===== config.mk =====
export PLATFORM = sky130hd
export DESIGN_NAME = genblk_lane_serializer
export DESIGN_NICKNAME = d
export VERILOG_FILES = /design/src/rtl/genblk_ser_pkg.sv /design/src/rtl/genblk_ser_lane.sv /design/src/rtl/genblk_lane_serializer.sv
export SDC_FILE = /design/constraint.sdc
export NUM_CORES = 1
export LEC_CHECK = 0
export ABC_AREA = 1
export BUFFER_PORTS_ARGS = -buffer_cell sky130_fd_sc_hd__buf_2
export CORE_UTILIZATION = 40
export DETAILED_ROUTE_END_ITERATION = 8
export GPL_ROUTABILITY_DRIVEN = 0
export GPL_TIMING_DRIVEN = 0
export PLACE_DENSITY = 0.66
export SLEW_MARGIN = 20
export SYNTH_ARGS = -nofsm -noshare
export SYNTH_HDL_FRONTEND = slang
export SYNTH_SLANG_ARGS = --single-unit

===== constraint.sdc =====
create_clock -name clk -period 1.45 [get_ports clk]
set_clock_uncertainty 0.2 [all_clocks]
set_input_delay 0.0725 -clock clk [delete_from_list [all_inputs] [get_ports clk]]
set_output_delay 0.0725 -clock clk [all_outputs]
set_load 0.01 [all_outputs]

===== src/rtl/genblk_ser_pkg.sv =====
// genblk_ser_pkg: shared types and lane/frame sizing for the lane serializer (optional GENBLK_SER_PARITY_EN)
package genblk_ser_pkg;
`ifdef GENBLK_SER_PARITY_EN
  localparam bit PARITY_EN = 1'b1;
`else
  localparam bit PARITY_EN = 1'b0;
`endif
  typedef enum logic {IDLE, SEND} ser_state_t;
  function automatic int lane_w(input int i);
    return PARITY_EN ? i + 2 : i + 1;
  endfunction
  function automatic int frame_len(input int lanes);
    return PARITY_EN ? lanes * (lanes + 3) / 2 : lanes * (lanes + 1) / 2;
  endfunction
endpackage


===== src/rtl/genblk_ser_lane.sv =====
// genblk_ser_lane: one lane register with its frame snapshot, bit select and parity
module genblk_ser_lane #(
  parameter int W  = 1,
  parameter int BW = 1
) (
  input  logic          clk,
  input  logic          rst,
  input  logic          we,
  input  logic          snap,
  input  logic [W-1:0]  d,
  input  logic [BW-1:0] sel,
  output logic          b,
  output logic          p
);
  localparam int EW = 2 ** BW;
  logic [W-1:0]  q, s;
  logic [EW-1:0] ext;
  // live register takes host writes; shadow samples the pre-write value on snap
  always_ff @(posedge clk or posedge rst)
    if (rst) begin
      q <= '0;
      s <= '0;
    end else begin
      if (we) q <= d;
      if (snap) s <= q;
    end
  assign ext = EW'(s);
  assign b   = ext[sel];
  assign p   = ^s;
endmodule


===== src/rtl/genblk_lane_serializer.sv =====
// genblk_lane_serializer: generate-built lane bank streamed out bit-serially (parity via GENBLK_SER_PARITY_EN)
module genblk_lane_serializer
  import genblk_ser_pkg::*;
#(
  parameter int LANES = 4,
  parameter int LSEL  = (LANES > 1) ? $clog2(LANES) : 1
) (
  input  logic            clk,
  input  logic            rst,
  input  logic            wr_en,
  input  logic [LSEL-1:0] wr_lane,
  input  logic [LANES-1:0] wr_data,
  input  logic            start,
  output logic            busy,
  output logic            out_valid,
  input  logic            out_ready,
  output logic            out_bit,
  output logic [LSEL-1:0] out_lane,
  output logic            out_last
);
  localparam int MAXW = lane_w(LANES - 1);
  localparam int BW   = (MAXW > 1) ? $clog2(MAXW) : 1;
  localparam int NL   = 2 ** LSEL;
  ser_state_t       st, nxt;
  logic [LSEL-1:0]  lc;
  logic [BW-1:0]    bc, bend;
  logic [LANES-1:0] bits, pars;
  logic [NL-1:0]    bits_x, pars_x;
  logic             acc, hs, last;
  for (genvar i = 0; i < LANES; i++) begin : lane
    localparam int LW = i + 1;
    genblk_ser_lane #(.W(LW), .BW(BW)) u (
      .clk (clk),
      .rst (rst),
      .we  (wr_en && wr_lane == LSEL'(i)),
      .snap(acc),
      .d   (wr_data[LW-1:0]),
      .sel (bc),
      .b   (bits[i]),
      .p   (pars[i])
    );
  end
  assign bits_x = NL'(bits);
  assign pars_x = NL'(pars);
  assign bend   = BW'(lc) + BW'(PARITY_EN);
  assign last   = lc == LSEL'(LANES - 1) && bc == bend;
  // start acceptance, handshake and next state
  always_comb begin
    acc = st == IDLE && start;
    hs  = st == SEND && out_ready;
    nxt = acc ? SEND : (hs && last) ? IDLE : st;
  end
  // state register
  always_ff @(posedge clk or posedge rst)
    if (rst) st <= IDLE;
    else st <= nxt;
  // lane/bit position walks the snapshot one handshake at a time
  always_ff @(posedge clk or posedge rst)
    if (rst) begin
      lc <= '0;
      bc <= '0;
    end else if (acc || (hs && last)) begin
      lc <= '0;
      bc <= '0;
    end else if (hs) begin
      bc <= (bc == bend) ? '0 : bc + BW'(1);
      lc <= (bc == bend) ? lc + LSEL'(1) : lc;
    end
  assign busy      = st == SEND;
  assign out_valid = st == SEND;
  assign out_bit   = (PARITY_EN && bc == bend) ? pars_x[lc] : bits_x[lc];
  assign out_lane  = lc;
  assign out_last  = out_valid && last;
endmodule


==> results.ini, run 1 <==
[status]
status=finished, violations left
failed_checks=setup timing

[drt]
avgRoutedWirePerCell_um=11.8
ant_nets=0
drtIter0Drc=30
num_vias=992
drc=0
drt-total-wl_um=2350
drtPass1Iterations=3
viasPerCell=4.98

[cts]
clock_path_buffers=2
cts_tree=done
clock-root-buffer=clkbuf_4
clock_sinks=25
cts.clk_slew.worst_paths_ns=0.13
cts_htree_levels=1
insertion_delay_ns=0.32
numCtsBuffers=3

[place]
io_buffers=16
dpl.hpwl_um=1500
dp.cells=178

[sta]
whs_ns=0.00778
drv_slew=0
rsz0062_at_grt=true
clock.fmax_ghz=0.591
hold_violations=0
slew_headroom=0.648
fin_crit_ns=1.69
setup_viol=4
fin_crit_sh=1.17
setup_ws_ns=-0.243
tightest_slew_ns=0.527

[yosys]
synth.area.mux_share=0.0574
synth_adder_area_share=0.0106
ys_ff_latch=25
ys.warnings.count=0
synth_area_sq_um=1180
syn_inst=131
synth_nets=143
ys_seq_area_frac=0.531
ys.flop_type=dfrtp_1
synthXorXnorAreaFrac=0.00744
synth-compound-area-share=0.0978
synth_cell_types=22
synth_simple_gate_area_frac=0.202
synth_edf_count=0
async_flop_share=1.00
avgSynthCellArea_sq_um=8.99
synth_top_family_by_area=simple AND/OR/NAND/NOR gates

[layout]
syn2layout_area_growth_pct=32.4
n_fill_cell=268
antennaDiodeCount=0
multi_input_area_sq_um=503
final_cells=199
regArea_sq_um=628
drive_gt1_frac=0.333
num-nets-final=181
post-route-util=0.561

[setup_path]
r2r_start=busy$_DFFE_PP0P_
timing.rr.end=bc[1]$_DFFE_PP0P_
endpoint=out_bit
worst-path-stages=7
cpPeakStageDelay_ns=0.40
critPathTopFamily=flip-flops
critical_path_class=reg2out
reg2reg_depth=4
crit_top_cell=nand3_1
crit_buf_inv=3
crit_chain=buf_6, clkinv_4, nand2_4, o22ai_2, nand3_1, nand3_1, buf_2
cp-startpoint=bc[0]$_DFFE_PP0P_
cp_max_fo=10
slowest_stage=dfrtp_1
worstPathRequired_ns=1.18
end_kind=output pin
cp-start-kind=flop
critPathArrivalTime_ns=1.42
reg2reg_slack_ns=-0.02

[grt]
grt_usage=0.166
grt_pass1_wl_um=4050
grt_pass1_vias=949
antenna_found_initial=0
overflow=0
grt_max_degree=26

[hold_path]
min-delay-start=wr_lane[1]
hp-class=in2reg

[pwr]
leakage_nw=0.788
p_per_area_nw_per_um2=1620
ir_drop_uv=1030

[floorplan]
fp.dieW_um=56.3
start_util=0.423
core_region_area_sq_um=2780
io_pins=17
dieArea_sq_um=3160
die_y_um=56.3
row_count=19

[job]
drv_cap=0

cell type report:
cell class                 count  area share
tap                           31      0.0249
inverter                      18      0.0506
clock buffer                   4      0.0169
sequential                    25       0.403
timing repair buffer          33       0.156
multi-input combinational     84       0.323
buffer                         4      0.0265
state kept, by name, summed over array words and instances (netlist names):
| name | flops |
|---|---|
| bc | 2 |
| lane.u.ext | 4 |
| lane.u.q | 10 |
| out_lane | 2 |
| busy | 1 |
| lane.u.s | 5 |
| lane.u.p | 1 |
through the flow:
stage / total power, W / worst slack, ns / instance area [sq um] / setup TNS (ns)
finish: 0.00253 / -0.243 / 1560 / -0.650
global route: 0.00274 / -0.366 / 1560 / -1.05
CTS: 0.00240 / -0.251 / 1480 / -0.683
detailed placement: 0.00194 / -0.0571 / 1300 / -0.106
global placement: 0.00191 / -0.0362 / 1300 / -0.0690
floorplan: 0.00171 / 0.0794 / 1180 / 0
where the power goes:
| part | leakage [nW] | internal, W | total, W | switching (W) |
|---|---|---|---|---|
| clock network | 0.0150 | 0.000108 | 0.000311 | 0.000203 |
| registers | 0.300 | 0.000919 | 0.00107 | 0.000149 |
| logic | 0.472 | 0.000535 | 0.00115 | 0.000616 |
| total | 0.788 | 0.00156 | 0.00253 | 0.000968 |
logic make-up after synthesis:
| kind of cell | after synthesis |
|---|---|
| xor gates and xnor gates | 1 |
| AOI/OAI and AO/OA | 21 |
| and+or+nand+nor | 55 |
| muxes | 6 |
| DFF | 25 |
| buffers and inverters | 22 |
| adders and majority gates | 1 |
how the worst min path moves through the flow:
stage,to,slack [ns],depth (start not counted)
CTS,lane[3].u.q[0]$_DFFE_PP0P_,0.01,3
detailed placement,busy$_DFFE_PP0P_,0.1,2
finish,lane[3].u.q[0]$_DFFE_PP0P_,0.008,3
floorplan,bc[0]$_DFFE_PP0P_,-0.10,1
global route,lane[3].u.q[1]$_DFFE_PP0P_,0.05,3
global placement,busy$_DFFE_PP0P_,0.1,2
cells in the final DEF, fill, tap and decap left out:
| cell | instances |
|---|---|
| nand2_1 | 24 |
| nand2_2 | 2 |
| clkbuf_1 | 1 |
| dfrtp_1 | 23 |
| nor3b_2 | 1 |
| nand2_4 | 3 |
| nor3_2 | 1 |
| dfrtp_2 | 2 |
| o21a_1 | 1 |
| mux2_2 | 6 |
| nand3_1 | 8 |
| buf_6 | 5 |
| inv_2 | 4 |
| o21ai_0 | 10 |
| o22ai_2 | 1 |
| clkbuf_4 | 3 |
| buf_2 | 16 |
| inv_1 | 11 |
| nand4_1 | 3 |
| xor2_1 | 1 |
| o21ai_1 | 1 |
| o21ai_4 | 1 |
| nor2_1 | 11 |
| inv_4 | 1 |
| buf_4 | 5 |
| o211ai_1 | 1 |
| clkinvlp_4 | 1 |
| ha_2 | 1 |
| a21oi_1 | 6 |
| nand3_4 | 1 |
| clkinv_4 | 1 |
| nor2_2 | 1 |
| dlygate4sd3_1 | 11 |
routing by layer:
metal | GRT usage | wire length (um)
met1 | 0.197 | 1080
met2 | 0.293 | 1170
met3 | 0.0276 | 63
met4 | 0.0732 | 40
met5 | 0 | 0
Yosys cell counts (2+ instances only):
cell type,instances,share of area
a21oi_1,6,0.026
buf_4,2,0.013
buf_6,2,0.019
dfrtp_1,25,0.53
inv_1,16,0.051
mux2_2,6,0.057
nand2_1,26,0.083
nand2_2,3,0.016
nand3_1,9,0.038
nand4_1,3,0.016
nor2_1,12,0.038
o21ai_0,11,0.047
what timing repair did:
item | in CTS | in global routing
cloned | 0 | 1
pin swaps | 0 | 2
gates resized for setup | 9 | 18
hold buffers | 11 | 3
buffers inserted | 4 | 1
hold endpoints to repair | 36 | 5
endpoints found under the setup margin | 4 | 18
worst min-delay path, delay by kind of cell:
family          cells  cell delay (ns)
buf+inv             1             0.11
compound gates      1             0.11
simple gates        1             0.21
No activity file was read; power rests on OpenSTA's default activity.
==> run 2: changes to the inputs <==
==> constraint.sdc (replaced) <==
create_clock -name clk -period 1.45 [get_ports clk]
set_clock_uncertainty 0.2 [all_clocks]
set_input_delay 0.0725 -clock clk [delete_from_list [all_inputs] [get_ports clk]]
set_output_delay 0.0725 -clock clk [all_outputs]
set_load 0.1 [all_outputs]
==> results.ini, run 2 (synthesis gave the netlist of run 1 again) <==
[pwr]
p_per_area_nw_per_um2=1960  ; +21%
ir_drop_uv=2060  ; +100%
leakage_nw=0.917  ; +16%
power.total_w=0.00368  ; +46%

[sta]
drv_slew=0  ; unchanged
fin_crit_ns=1.86  ; +0.169 ns
slew_headroom=0.646  ; -0.00197
rsz0062_at_grt=true
clock.fmax_ghz=0.537  ; -9.1%
setup_tns_ns=-1.69  ; -1.04 ns
setup_viol=7  ; +3
setup_ws_ns=-0.412  ; -0.169 ns
tightest_slew_ns=0.530  ; +0.00296 ns
hold_violations=0  ; unchanged
fin_crit_sh=1.28  ; +0.116

[drt]
viasPerCell=4.94  ; -0.95%
drtPass1Iterations=4  ; +1
ant_nets=0  ; unchanged
drt-total-wl_um=2760  ; +17%
drc=0  ; unchanged
num_vias=1032  ; +4.0%
drtIter0Drc=12  ; -60%
avgRoutedWirePerCell_um=13.2  ; +12%

[cts]
numCtsBuffers=3  ; unchanged
clock_path_buffers=2  ; unchanged
cts.clk_slew.worst_paths_ns=0.15  ; +0.02 ns
clock_sinks=25  ; unchanged
insertion_delay_ns=0.34  ; +0.02 ns
cts_tree=done
cts_htree_levels=1  ; unchanged
clock-root-buffer=clkbuf_4

[setup_path]
cp-start-kind=flop
reg2reg_slack_ns=-0.26  ; -0.24 ns
reg2reg_depth=9  ; +5
critical_path_class=reg2out
worstPathRequired_ns=1.18  ; about the same
end_kind=output pin
cp_max_fo=5  ; -5
critPathArrivalTime_ns=1.59  ; +0.17 ns

[layout]
syn2layout_area_growth_pct=59.4
multi_input_area_sq_um=616  ; +22%
antennaDiodeCount=0  ; unchanged
drive_gt1_frac=0.455  ; +0.122
n_fill_cell=212  ; -21%
largest_reg_flops=10  ; unchanged
layout_common_cells=nand2_1, dfrtp_1, buf_4
regArea_sq_um=637  ; +1.4%
largest-register=lane.u.q
post-route-util=0.675  ; +0.114
num-nets-final=191  ; +5.5%
final_common_cell=nand2_1

[floorplan]
dieArea_sq_um=3160  ; unchanged
fp.dieW_um=56.3  ; unchanged
io_pins=17  ; unchanged
start_util=0.423  ; unchanged
core_region_area_sq_um=2780  ; unchanged
die_y_um=56.3  ; unchanged
row_count=19  ; unchanged

[grt]
grt_pass1_wl_um=4690  ; +16%
overflow=0  ; unchanged
grt_max_degree=26  ; unchanged
antenna_found_initial=0  ; unchanged
grt_usage=0.194  ; +0.0281
grt_pass1_vias=1070  ; +13%

[hold_path]
hp-class=in2async

[status]
status=finished, violations left
failed_checks=setup timing

[job]
drv_cap=0  ; unchanged

[place]
io_buffers=16  ; unchanged
dpl.hpwl_um=1690  ; +13%

==> run 2: where the power goes <==
group,internal [W],leakage [nW],switching [W]
combinational,0.000983,0.603,0.00126
sequential,0.000934,0.301,0.000178
clock,0.000106,0.0139,0.000224
==> run 2: worst paths after layout <==
path,startpoint,to
max reg2reg,bc[0]$_DFFE_PP0P_,bc[1]$_DFFE_PP0P_
min reg2reg,lane[3].u.q[2]$_DFFE_PP0P_,lane[3].u.q[2]$_DFFE_PP0P_
max in group asynchronous,rst,out_lane[1]$_DFFE_PP0P_
max,bc[0]$_DFFE_PP0P_,out_last
min,rst,lane[3].u.q[1]$_DFFE_PP0P_
min in group clk,lane[3].u.q[2]$_DFFE_PP0P_,lane[3].u.q[2]$_DFFE_PP0P_
==> run 2: area by class of cell <==
class | instances | area share
Inverter | 18 | 0.0460
Multi-Input combinational cell | 84 | 0.328
Tap cell | 31 | 0.0207
Clock buffer | 3 | 0.0120
Clock inverter | 1 | 0.00400
Sequential cell | 25 | 0.339
Buffer | 4 | 0.0287
Timing Repair Buffer | 43 | 0.221
==> run 2: timing repair <==
action,4_1_cts,5_1_grt
gates cloned,1,1
setup endpoints to repair,8,20
buffers inserted,8,5
pin swaps,8,8
hold endpoints to repair,40,6
hold buffers,13,3
gates resized for setup,33,20
==> run 2: through the flow <==
step / hold WS (ns) / setup WS, ns / std cells / area, sq um
6_report: 0.106 / -0.412 / 209 / 1880
5_1_grt: 0.151 / -0.488 / 209 / 1880
4_1_cts: 0.287 / -0.397 / 204 / 1750
3_5_place_dp: 0.120 / -0.378 / 178 / 1390
3_3_place_gp: 0.105 / -0.337 / 178 / 1390
2_1_floorplan: -0.100 / -0.606 / 131 / 1270
==> run 2: layer usage <==
| layer | up-vias | part of all wire | global-route usage |
|---|---|---|---|
| met5 | - | 0 | 0 |
| met1 | 495 | 0.43 | 0.220 |
| met2 | 17 | 0.53 | 0.355 |
| li1 | 515 | - | - |
| met4 | 0 | 0.018 | 0.0906 |
| met3 | 5 | 0.019 | 0.0276 |
==> run 2: critical path: stages (launching register included) <==
cell	delay, ns
dfrtp_1	0.41
buf_4	0.16
nand2_1	0.10
nand2_4	0.10
nand2_4	0.06
nor3b_4	0.23
buf_12	0.20
==> run 3: changes to the inputs <==
--- a/config.mk
+++ b/config.mk
@@ -12,6 +12,7 @@
 export GPL_ROUTABILITY_DRIVEN = 0
 export GPL_TIMING_DRIVEN = 0
 export PLACE_DENSITY = 0.66
+export SKIP_LAST_GASP = 1
 export SLEW_MARGIN = 20
 export SYNTH_ARGS = -nofsm -noshare
 export SYNTH_HDL_FRONTEND = slang
==> constraint.sdc (replaced) <==
create_clock -name clk -period 1.45 [get_ports clk]
set_clock_uncertainty 0.2 [all_clocks]
set_input_delay 0.145 -clock clk [delete_from_list [all_inputs] [get_ports clk]]
set_output_delay 0.145 -clock clk [all_outputs]
set_load 0.1 [all_outputs]
==> results.ini, run 3 (synthesis gave the netlist of run 1 again) <==
[grt]
grt_usage=0.191  ; -0.00296
use_met3=0.0276  ; unchanged
use_met2=0.350  ; -0.00510
antenna_found_initial=0  ; unchanged
grt_pass1_wl_um=4590  ; -2.1%
grt_pass1_vias=1064  ; -0.56%
grt_max_degree=26  ; unchanged
met1_usage=0.214  ; -0.00606
overflow=0  ; unchanged
busiest_layer=met2

[layout]
post-route-util=0.643  ; -0.0319
syn2layout_area_growth_pct=51.9
drive_gt1_frac=0.436  ; -0.0190
largest_reg_flops=10  ; unchanged
antennaDiodeCount=0  ; unchanged
final_cells=203  ; -2.9%
largest-register=lane.u.q
final_common_cell=nand2_1
layout_common_cells=nand2_1, dfrtp_1, inv_1
num-nets-final=185  ; -3.1%
finalInstanceArea_sq_um=1790  ; -4.7%

[sta]
fin_crit_sh=1.33  ; +0.0414
slew_headroom=0.375  ; -0.270
rsz0062_at_grt=true
drv_slew=0  ; unchanged
clock.fmax_ghz=0.520  ; -3.1%
whs_ns=-0.208  ; -0.314 ns
fin_crit_ns=1.92  ; +0.0600 ns
setup_viol=10  ; +3
setup_ws_ns=-0.472  ; -0.0600 ns
hold_violations=25  ; +25
tightest_slew_ns=0.936  ; +0.406 ns

[cts]
clock_path_buffers=2  ; unchanged
clock_sinks=25  ; unchanged
cts_htree_levels=1  ; unchanged
numCtsBuffers=3  ; unchanged
clock-root-buffer=clkbuf_4
ctsHoldBuffers=8  ; -5
cts_tree=done
cts.clk_slew.worst_paths_ns=0.15  ; about the same
insertion_delay_ns=0.33  ; about the same

[setup_path]
critical_path_class=reg2out
worstPathRequired_ns=1.11  ; -0.07 ns
cp-start-kind=flop
end_kind=output pin
reg2reg_depth=9  ; unchanged
cp_max_fo=7  ; +2
critPathArrivalTime_ns=1.58  ; about the same

[place]
dp.cells=178  ; unchanged
dpl.hpwl_um=1690  ; unchanged
io_buffers=16  ; unchanged
postPlaceCellArea_sq_um=1390  ; unchanged

[job]
drv_cap=0  ; unchanged

[floorplan]
dieArea_sq_um=3160  ; unchanged
core_region_area_sq_um=2780  ; unchanged
fp.dieW_um=56.3  ; unchanged
die_y_um=56.3  ; unchanged
io_pins=17  ; unchanged
row_count=19  ; unchanged
start_util=0.423  ; unchanged

[drt]
drtIter0Drc=12  ; unchanged
drtPass1Iterations=4  ; unchanged
ant_nets=0  ; unchanged
drt-total-wl_um=2610  ; -5.5%
avgRoutedWirePerCell_um=12.9  ; -2.7%
num_vias=1000  ; -3.1%
drc=0  ; unchanged
viasPerCell=4.93  ; -0.24%

[status]
failed_checks=hold timing, setup timing
status=finished, violations left

[pwr]
leakage_nw=0.890  ; -3.0%
ir_drop_uv=2050  ; -0.70%
p_per_area_nw_per_um2=2040  ; +4.2%

[hold_path]
hp-class=in2async

run 3: layout make-up:
class | instances | area, sq um
well taps | 31 | 38.8
repair buffers | 37 | 355
clock buffers | 3 | 22.5
clock inverters | 1 | 7.51
plain buffers | 4 | 48.8
flip-flops and latches | 25 | 637
fillers | 222 | 993
multi-input cells | 84 | 596
inverters | 18 | 82.6
run 3: power by group:
part           switching [W]  leakage [nW]  internal, W
registers           0.000174         0.301     0.000934
clock network       0.000223        0.0139     0.000106
logic                0.00124         0.576     0.000979
total                0.00163         0.890      0.00202
run 3: per-stage QoR:
| step | setup TNS, ns | power [W] | setup WS (ns) | hold slack (ns) |
|---|---|---|---|---|
| after floorplan | -1.76 | 0.00230 | -0.679 | -0.0276 |
| after CTS | -1.45 | 0.00347 | -0.470 | -0.187 |
| after detailed placement | -0.816 | 0.00256 | -0.451 | 0.193 |
| final | -1.96 | 0.00365 | -0.472 | -0.208 |
| after global routing | -2.83 | 0.00388 | -0.565 | -0.152 |
| after global placement | -0.750 | 0.00251 | -0.409 | 0.178 |
run 3: repair_timing:
action | CTS | global route
pin swaps | 6 | 9
endpoints found under the setup margin | 8 | 17
endpoints found under the hold margin | 36 | 25
setup buffers | 9 | 3
gates resized for setup | 36 | 13
gates cloned | 1 | 0
run 3: routing by layer:
| metal | up-vias | part of all wire |
|---|---|---|
| li1 | 504 | - |
| met1 | 471 | 0.43 |
| met2 | 21 | 0.53 |
| met3 | 4 | 0.023 |
| met4 | 0 | 0.017 |
| met5 | - | 0 |
run 3: critical path, stage by stage (launching register included):
cell,delay [ns]
dfrtp_4,0.55
buf_4,0.17
ha_1,0.21
nor3b_4,0.16
buf_12,0.16
run 3: path summary, 6_finish.rpt:
kind                                             from                    endpoint  slack (ns)
min reg2reg                lane[3].u.q[2]$_DFFE_PP0P_  lane[3].u.q[2]$_DFFE_PP0P_        0.31
min                                               rst  lane[3].u.q[1]$_DFFE_PP0P_       -0.21
max in group asynchronous                         rst     out_lane[1]$_DFFE_PP0P_        0.57
max reg2reg                   out_lane[1]$_DFFE_PP0P_           bc[1]$_DFFE_PP0P_       -0.26
min in group clk                            out_ready           bc[0]$_DFFE_PP0P_        0.04
max                           out_lane[0]$_DFFE_PP0P_                    out_last       -0.47
